$ cat src/rtl/decode_stage.sv
//============================================================================
// Module   : decode_stage  (plus package all_pkgs)
// Purpose  : Registered RV32I/RV64I instruction decode stage. Extracts the
//            register/function fields, classifies the instruction format,
//            builds the sign-extended immediate and flags unsupported
//            encodings. Valid/ready handshake on both sides, one cycle of
//            latency, one instruction per cycle at full throughput.
// Ports    : clk, rst (async, active-high), flush (sync)
//            in_valid/in_ready/in_instr/in_pc      - from fetch
//            out_valid/out_ready/out_pc            - to register read
//            opcode, rd, funct3, rs1, rs2, funct7  - raw instruction fields
//            fmt, imm, rd_we, illegal              - decoded attributes
//            dec_count                             - output transfer counter
// Options  : DECODE_SKID_BUF_EN - adds a one-entry skid register so that
//            in_ready is registered and has no path from out_ready.
// Revision : 1.0 - initial release
//============================================================================
`default_nettype none

package all_pkgs;
   localparam int WIDTH = 32;

   localparam logic [2:0] FMT_R   = 3'd0;
   localparam logic [2:0] FMT_I   = 3'd1;
   localparam logic [2:0] FMT_S   = 3'd2;
   localparam logic [2:0] FMT_B   = 3'd3;
   localparam logic [2:0] FMT_U   = 3'd4;
   localparam logic [2:0] FMT_J   = 3'd5;
   localparam logic [2:0] FMT_ILL = 3'd7;
endpackage

module decode_stage
   import all_pkgs::*;
#(
   parameter int XLEN  = WIDTH,
   parameter int CNT_W = 16
) (
   input  logic             clk,
   input  logic             rst,
   input  logic             flush,
   input  logic             in_valid,
   output logic             in_ready,
   input  logic [31:0]      in_instr,
   input  logic [XLEN-1:0]  in_pc,
   output logic             out_valid,
   input  logic             out_ready,
   output logic [XLEN-1:0]  out_pc,
   output logic [6:0]       opcode,
   output logic [4:0]       rd,
   output logic [2:0]       funct3,
   output logic [4:0]       rs1,
   output logic [4:0]       rs2,
   output logic [6:0]       funct7,
   output logic [2:0]       fmt,
   output logic [XLEN-1:0]  imm,
   output logic             rd_we,
   output logic             illegal,
   output logic [CNT_W-1:0] dec_count
);

   // Registered bundle layout: {instr, pc, fmt, imm, rd_we, illegal}
   localparam int BW = 32 + XLEN + 3 + XLEN + 2;

   //------------------------------------------------------------------------
   // Combinational decode of the incoming instruction
   //------------------------------------------------------------------------
   logic [6:0]        w_op;
   logic [2:0]        w_fmt;
   logic              w_illegal;
   logic              w_rd_we;
   logic signed [31:0] w_imm32;
   logic [XLEN-1:0]   w_imm;
   logic [BW-1:0]     w_bundle_in;

   assign w_op = in_instr[6:0];

   always_comb begin
      w_fmt = FMT_ILL;
      case (w_op)
         7'b0110011: w_fmt = FMT_R;
         7'b0010011,
         7'b0000011,
         7'b1100111,
         7'b1110011: w_fmt = FMT_I;
         7'b0100011: w_fmt = FMT_S;
         7'b1100011: w_fmt = FMT_B;
         7'b0110111,
         7'b0010111: w_fmt = FMT_U;
         7'b1101111: w_fmt = FMT_J;
         default:    w_fmt = FMT_ILL;
      endcase
      // Compressed-space encodings are never legal here; every listed
      // opcode already ends in 2'b11, the explicit test keeps intent visible.
      if (in_instr[1:0] != 2'b11) begin
         w_fmt = FMT_ILL;
      end
   end

   assign w_illegal = (w_fmt == FMT_ILL);

   // Every immediate fits in 32 bits with instr[31] as its sign, so build it
   // at 32 bits and let the signed size cast extend to XLEN.
   always_comb begin
      w_imm32 = '0;
      case (w_fmt)
         FMT_I: w_imm32 = {{20{in_instr[31]}}, in_instr[31:20]};
         FMT_S: w_imm32 = {{20{in_instr[31]}}, in_instr[31:25], in_instr[11:7]};
         FMT_B: w_imm32 = {{19{in_instr[31]}}, in_instr[31], in_instr[7],
                           in_instr[30:25], in_instr[11:8], 1'b0};
         FMT_U: w_imm32 = {in_instr[31:12], 12'b0};
         FMT_J: w_imm32 = {{11{in_instr[31]}}, in_instr[31], in_instr[19:12],
                           in_instr[20], in_instr[30:21], 1'b0};
         default: w_imm32 = '0;
      endcase
   end

   assign w_imm = XLEN'(w_imm32);

   always_comb begin
      w_rd_we = 1'b0;
      if ((w_fmt == FMT_R) || (w_fmt == FMT_I) ||
          (w_fmt == FMT_U) || (w_fmt == FMT_J)) begin
         w_rd_we = (in_instr[11:7] != 5'd0) && !w_illegal;
      end
   end

   assign w_bundle_in = {in_instr, in_pc, w_fmt, w_imm, w_rd_we, w_illegal};

   //------------------------------------------------------------------------
   // Output register and handshake
   //------------------------------------------------------------------------
   logic              r_valid;
   logic [BW-1:0]     r_bundle;
   logic [CNT_W-1:0]  r_cnt;
   logic              w_in_xfer;
   logic              w_out_xfer;

   assign w_out_xfer = r_valid && out_ready;

`ifdef DECODE_SKID_BUF_EN
   logic              r_sk_valid;
   logic [BW-1:0]     r_sk_bundle;
   logic              r_in_ready;
   logic              w_slot_free;

   // r_in_ready always mirrors !r_sk_valid; it is kept as its own flop so
   // the fetch side sees a clean registered ready.
   assign in_ready    = r_in_ready;
   assign w_in_xfer   = in_valid && r_in_ready;
   assign w_slot_free = !r_valid || out_ready;

   always_ff @(posedge clk or posedge rst) begin
      if (rst) begin
         r_valid     <= 1'b0;
         r_bundle    <= '0;
         r_sk_valid  <= 1'b0;
         r_sk_bundle <= '0;
         r_in_ready  <= 1'b1;
      end else if (flush) begin
         r_valid    <= 1'b0;
         r_sk_valid <= 1'b0;
         r_in_ready <= 1'b1;
      end else if (w_slot_free) begin
         if (r_sk_valid) begin
            // Skid entry is older than anything at the input; while it is
            // occupied in_ready is low, so no input can arrive this cycle.
            r_valid    <= 1'b1;
            r_bundle   <= r_sk_bundle;
            r_sk_valid <= 1'b0;
            r_in_ready <= 1'b1;
         end else if (w_in_xfer) begin
            r_valid  <= 1'b1;
            r_bundle <= w_bundle_in;
         end else begin
            r_valid <= 1'b0;
         end
      end else if (w_in_xfer) begin
         // Output stalled: park the new bundle and close the input.
         r_sk_valid  <= 1'b1;
         r_sk_bundle <= w_bundle_in;
         r_in_ready  <= 1'b0;
      end
   end
`else
   assign in_ready  = !r_valid || out_ready;
   assign w_in_xfer = in_valid && in_ready;

   always_ff @(posedge clk or posedge rst) begin
      if (rst) begin
         r_valid  <= 1'b0;
         r_bundle <= '0;
      end else if (flush) begin
         r_valid <= 1'b0;
      end else if (w_in_xfer) begin
         r_valid  <= 1'b1;
         r_bundle <= w_bundle_in;
      end else if (w_out_xfer) begin
         r_valid <= 1'b0;
      end
   end
`endif

   // Output transfers count even when a flush lands on the same edge.
   always_ff @(posedge clk or posedge rst) begin
      if (rst) begin
         r_cnt <= '0;
      end else if (w_out_xfer) begin
         r_cnt <= r_cnt + CNT_W'(1);
      end
   end

   //------------------------------------------------------------------------
   // Output unpacking
   //------------------------------------------------------------------------
   logic [31:0] w_q_instr;

   assign {w_q_instr, out_pc, fmt, imm, rd_we, illegal} = r_bundle;

   assign out_valid = r_valid;
   assign dec_count = r_cnt;
   assign opcode    = w_q_instr[6:0];
   assign rd        = w_q_instr[11:7];
   assign funct3    = w_q_instr[14:12];
   assign rs1       = w_q_instr[19:15];
   assign rs2       = w_q_instr[24:20];
   assign funct7    = w_q_instr[31:25];

endmodule

`default_nettype wire

$ cat config.mk
export PLATFORM = sky130hd
export DESIGN_NAME = decode_stage
export DESIGN_NICKNAME = d
export VERILOG_FILES = /design/src/rtl/decode_stage.sv
export SDC_FILE = /design/constraint.sdc
export NUM_CORES = 1
export LEC_CHECK = 0
export BUFFER_PORTS_ARGS = -buffer_cell sky130_fd_sc_hd__buf_2
export CAP_MARGIN = 20
export CORE_MARGIN = 8
export CORE_UTILIZATION = 53
export DETAILED_ROUTE_END_ITERATION = 16
export PLACE_DENSITY_LB_ADDON = 0.15
export SYNTH_ARGS = -nofsm -noshare
export SYNTH_HDL_FRONTEND = slang
export SYNTH_SLANG_ARGS = --single-unit
$ cat constraint.sdc
create_clock -name clk -period 5.82 [get_ports clk]
set_input_delay 0 -clock clk [delete_from_list [all_inputs] [get_ports clk]]
set_output_delay 0 -clock clk [all_outputs]
set_load 0.02 [all_outputs]
==> reports/qor.yml, run 1 <==
status: "finished clean"
cts_tree: "built"
nFillCells: 617
pwr-share-clk: 0.427
synth_top_cell_by_area: "dfrtp_1"
yosysSeqAreaShare: 0.580
cpMaxStageDelayCell: "buf_4"
final_common_cell: "nand2_1"
cp.depth: 5
io_buffers: 187
path_clk_slew_ps: 60
finalSetupViolations: 0
drc: 0
core-area_sq_um: 9280
gp_congestion: 0.842
hp-class: "primary input to flop"
final_cells: 925
worstMarginPinSlew_ps: 1050
reg2reg_depth: 5
syn_avg_cell_area_sq_um: 9.42
cts_buffers: 17
die_area_sq_um: 13000
crit_buf_inv: 1
critical-path-top-delay-family: "compound AO/OA/AOI/OAI gates"
swShare: 0.291
start_util: 0.549
antenna_found_initial: 0
grt_pass1_wl_um: 26100
async_flop_share: 1.00
vias_per_cell: 5.40
rows: 35
startpoint_type: "flop"
grt_usage: 0.253
p_int_uw: 1780
final_hold_viol_count: 0
setup_tns_ps: 0
synth_area_sq_um: 5090
clkLatencyLatePin_ps: 510
post_drt_wl_per_cell_um: 17.4
ys_ff_latch: 118
ys_types: 49
firstDrtPassIters: 5
p_switching_uw: 731
cp_slowest_stage_delay_ps: 610
worstHoldPathCells: 3
syn_nets: 611
placedCellCount: 826
cts_resized: 0
critPathKind: "flop to flop"
slew_headroom: 0.300
dieHeight_um: 114
pwr-share-comb: 0.185
finClkSkew_ps: 8.81
post-cts-setup-buffers: 0
multi_input_area_sq_um: 1970
layout_common_cells: "nand2_1, buf_2, dfrtp_1"
die_x_um: 114
path_cells: "nor2b_1 -> nor3b_4 -> buf_4 -> o311ai_4 -> a32oi_1"
grt_max_degree: 105
power_leakage_uw: 0.00379
synthTopCellsByArea: "dfrtp_1, nand2_1, a32oi_1"
ir_drop_v: 0.000214
layout-drive-gt1-share: 0.294
worstPathMaxFanout: 68
synth_edf_count: 0
period_minus_slack_ps: 2270
synth_top_area_frac: 0.580
ctsHtreeMaxLevel: 4
ys_warn_count: 0
fmax_mhz: 441
critPathArrivalTime_ps: 2680
clk_root_buffer_cell: "clkbuf_8"
cp-end-kind: "flop"
nets: 854
cts_sinks: 118
power.density_nw_per_um2: 341
required_ps: 6240
seqCellArea_sq_um: 2950
area_growth_pct: 44.5
synth_cells: 541
overflow: 0
r2r_setup_slack_ps: 3550
finalWirelength_um: 16100
num_vias: 4991
ios: 188
synth_top_flop_cell: "dfrtp_1"
grt_pass1_vias: 5161
pwr-share-seq: 0.388
clk_path_buf_depth: 2
dp_hpwl_um: 10200
p_total_uw: 2510
finalMaxSlewViolations: 0
postRouteAntennaNets: 0
period_share: 0.389
rsz0062_at_grt: "no"
first_iter_violations: 432
diodes: 0
drv_cap: 0
-- Yosys cell counts (7+ instances only) --
library cell / number
a22oi_1: 8
a21oi_1: 11
nand2_1: 230
xnor2_1: 13
buf_2: 15
a32oi_1: 17
o21ai_0: 12
dfrtp_1: 118
clkbuf_1: 12
nor2_1: 7
o21ai_1: 22
-- metrics by stage --
stage | setup slack [ps] | util | cell area (sq um) | hold slack (ps)
detailed placement | 3610 | 0.653 | 6060 | 46.7
floorplan | 2690 | - | 5090 | 66.4
CTS | 3580 | 0.791 | 7340 | 14.1
global placement | 3640 | 0.653 | 6060 | 39.9
global route | 3350 | 0.793 | 7360 | 39.1
finish | 3550 | 0.793 | 7360 | 40.8
-- state kept, by name, indices dropped and copies added (netlist names) --
register and count:
r_bundle 101, dec_count 16, out_valid 1
-- power groups by stage --
stage	Sequential [uW]	Combinational, uW	Clock (uW)
final	976	465	1070
after global routing	984	506	1120
after CTS	973	463	1080
after detailed placement	985	426	0
after global placement	982	416	0
after floorplan	1090	145	0
-- layer usage --
metal  up-vias  GRT usage  part of all wire
li1       2301          -                 -
met1      2421      0.299              0.40
met2       229      0.411              0.49
met3        40     0.0787             0.080
met4         0      0.119             0.033
met5         -          0                 0
-- layout make-up --
class / count / share of cell area
timing repair buffer: 258 / 0.224
multi-input combinational: 384 / 0.267
inverter: 5 / 0.00289
sequential: 118 / 0.401
clock buffer: 18 / 0.0581
tap: 129 / 0.0219
clock inverter: 13 / 0.0245
-- cells by family (layout without fill, tap and decap cells) --
family,count (synthesis),after routing,synth area share
simple gates,283,283,0.239
flops,118,118,0.580
compound gates,82,82,0.112
buf+inv,39,294,0.0354
xor+xnor,16,16,0.0275
mux,2,2,0.00442
fa+ha+maj,1,1,0.00246
-- what timing repair did --
action / in CTS / in global routing
setup endpoints to repair: 0 / 0
hold buffers: 67 / 0
endpoints found under the hold margin: 142 / 0
-- worst reg2reg max path: stages (launching register included) --
cell	delay (ps)
dfrtp_1	400
nor2b_1	190
nor3b_4	170
buf_4	610
o311ai_4	500
a32oi_1	300
-- path summary, 6_finish.rpt --
check                                          startpoint                   endpoint
max in group asynchronous                             rst   r_bundle[89]$_DFFE_PP0P_
worst max register to register      out_valid$_DFFE_PP0P_   r_bundle[13]$_DFFE_PP0P_
worst min-delay path                          in_instr[6]   r_bundle[75]$_DFFE_PP0P_
worst min register to register  dec_count[15]$_DFFE_PP0P_  dec_count[15]$_DFFE_PP0P_
worst max-delay path                out_valid$_DFFE_PP0P_   r_bundle[13]$_DFFE_PP0P_
min in group asynchronous                             rst   r_bundle[49]$_DFFE_PP0P_
Note: power is estimated with default switching activity, not from simulation.
==> inputs of run 2 (changes only) <==
--- a/config.mk
+++ b/config.mk
@@ -8,7 +8,7 @@
 export BUFFER_PORTS_ARGS = -buffer_cell sky130_fd_sc_hd__buf_2
 export CAP_MARGIN = 20
 export CORE_MARGIN = 8
-export CORE_UTILIZATION = 53
+export CORE_UTILIZATION = 45
 export DETAILED_ROUTE_END_ITERATION = 16
 export PLACE_DENSITY_LB_ADDON = 0.15
 export SYNTH_ARGS = -nofsm -noshare
==> constraint.sdc (replaced) <==
create_clock -name clk -period 1.8 [get_ports clk]
set_input_delay 0 -clock clk [delete_from_list [all_inputs] [get_ports clk]]
set_output_delay 0 -clock clk [all_outputs]
set_load 0.02 [all_outputs]
==> reports/qor.yml, run 2 (same netlist as run 1, synthesis figures left out) <==
finalMaxSlewViolations: 0  # unchanged
path_clk_slew_ps: 50  # was 60 ps
cts_sinks: 118  # unchanged
ios: 188  # unchanged
startpoint: "in_instr[5]"  # was out_valid$_DFFE_PP0P_
finalWirelength_um: 15600  # was 16,100 um
seqCellArea_sq_um: 2950  # unchanged
critPathKind: "primary input to flop"  # was flop to flop
grt_usage: 0.211  # was 0.253
clk_path_buf_depth: 2  # unchanged
fin_hold_ws_ps: 68.0  # was 40.8 ps
rsz0062_at_grt: "no"  # unchanged
power.density_nw_per_um2: 1080  # was 341 nW/um^2
core-area_sq_um: 11200  # was 9280 sq um
fmax_mhz: 597
period_minus_slack_ps: 1680
grt_max_degree: 119  # was 105
multi_input_area_sq_um: 1980  # was 1970 sq um
finClkSkew_ps: 6.27  # was 8.81 ps
antenna_found_initial: 0  # unchanged
grt_pass1_vias: 4826  # was 5,161
drv_cap: 0  # unchanged
firstDrtPassIters: 5  # unchanged
final_cells: 953  # was 925
layout-drive-gt1-share: 0.311  # was 0.294
period_share: 0.931
layout_common_cells: "nand2_1, buf_2, dfrtp_1"  # unchanged
num_vias: 4837  # was 4,991
cp-end-kind: "flop"  # unchanged
status: "finished clean"  # unchanged
area_growth_pct: 47.9  # was 44.5%
setup_tns_ps: 0  # unchanged
postRouteAntennaNets: 0  # unchanged
final_common_cell: "nand2_1"  # unchanged
start_util: 0.454  # was 0.549
first_iter_violations: 333  # was 432
final_hold_viol_count: 0  # unchanged
grt_pass1_wl_um: 25200  # was 26,100 um
post_drt_wl_per_cell_um: 16.4  # was 17.4 um
finalSetupViolations: 0  # unchanged
power_leakage_uw: 0.00388  # was 0.00379 uW
clkLatencyLatePin_ps: 400  # was 510 ps
largest_reg_flops: 101  # unchanged
worstReg2RegStart: "out_valid$_DFFE_PP0P_"  # unchanged
slew_headroom: 0.492  # was 0.300
cts_tree: "built"  # unchanged
vias_per_cell: 5.08  # was 5.40
worstPathMaxFanout: 26  # was 68
cts_buffers: 17  # unchanged
critPathArrivalTime_ps: 1950  # was 2680 ps
nFillCells: 916  # was 617
min-delay-start: "in_instr[3]"  # was in_instr[6]
die_x_um: 122  # was 114 um
required_ps: 2080  # was 6240 ps
startpoint_type: "primary input"  # was flop
ctsHtreeMaxLevel: 4  # unchanged
rows: 39  # was 35
diodes: 0  # unchanged
stdcell_area_sq_um: 7530  # was 7360 sq um
hp-class: "primary input to flop"  # unchanged
worstMarginPinSlew_ps: 756  # was 1050 ps
placed_cell_area_sq_um: 6270  # was 6060 sq um
drc: 0  # unchanged
dp_hpwl_um: 10900  # was 10,200 um
io_buffers: 187  # unchanged
die_area_sq_um: 15000  # was 13,000 sq um
overflow: 0  # unchanged
ir_drop_v: 0.000654  # was 0.000214 V
nets: 867  # was 854
gp_congestion: 0.880  # was 0.842
clk_root_buffer_cell: "clkbuf_16"  # was clkbuf_8
placedCellCount: 857  # was 826
top_register: "r_bundle"  # unchanged
dieHeight_um: 122  # was 114 um
-- run 2: final cells by class --
class,count,share of cell area
Sequential cell,118,0.392
Multi-Input combinational cell,384,0.262
Timing Repair Buffer,271,0.237
Clock buffer,18,0.0583
Tap cell,143,0.0237
Clock inverter,14,0.0232
Inverter,5,0.00299
-- run 2: final timing paths --
check	end	slack (ps)	cells past startpoint
max	r_bundle[5]$_DFFE_PP0P_	120	7
min	r_bundle[72]$_DFFE_PP0P_	70	4
max reg2reg	r_bundle[10]$_DFFE_PP0P_	140	5
min reg2reg	r_bundle[91]$_DFFE_PP0P_	470	2
max in group asynchronous	r_bundle[35]$_DFFE_PP0P_	1010	4
min in group asynchronous	r_bundle[59]$_DFFE_PP0P_	320	4
-- run 2: where the power goes --
part           internal [uW]  switching (uW)
Clock                   2230            1230
Sequential              2950             199
Combinational            570             952
-- run 2: timing repair --
| action | in CTS | in global routing |
|---|---|---|
| endpoints found under the hold margin | 212 | 0 |
| hold buffers | 64 | 0 |
| gates resized for setup | 0 | 2 |
| buffers inserted | 0 | 0 |
| setup endpoints to repair | 0 | 10 |
-- run 2: per-stage QoR --
stage / worst slack, ps / util / total power [uW]
floorplan: 72.0 / - / 4010
global placement: 192 / 0.559 / 4570
detailed placement: 124 / 0.559 / 4610
CTS: 92.4 / 0.670 / 8210
global route: 9.82 / 0.671 / 8520
finish: 125 / 0.671 / 8130
-- run 2: worst max-delay path: stages --
cell,delay [ps]
dlygate4sd3_1,510
buf_2,240
nor2b_1,410
a2111oi_4,140
o311ai_4,320
buf_12,210
o21ai_0,110
-- run 2: per-layer routing --
| layer | global-route usage | routed length, um | up-vias |
|---|---|---|---|
| met3 | 0.0662 | 1390 | 15 |
| met1 | 0.268 | 6530 | 2294 |
| met4 | 0.0625 | 216 | 0 |
| met2 | 0.341 | 7510 | 199 |
| met5 | 0 | 0 | - |
| li1 | - | - | 2329 |
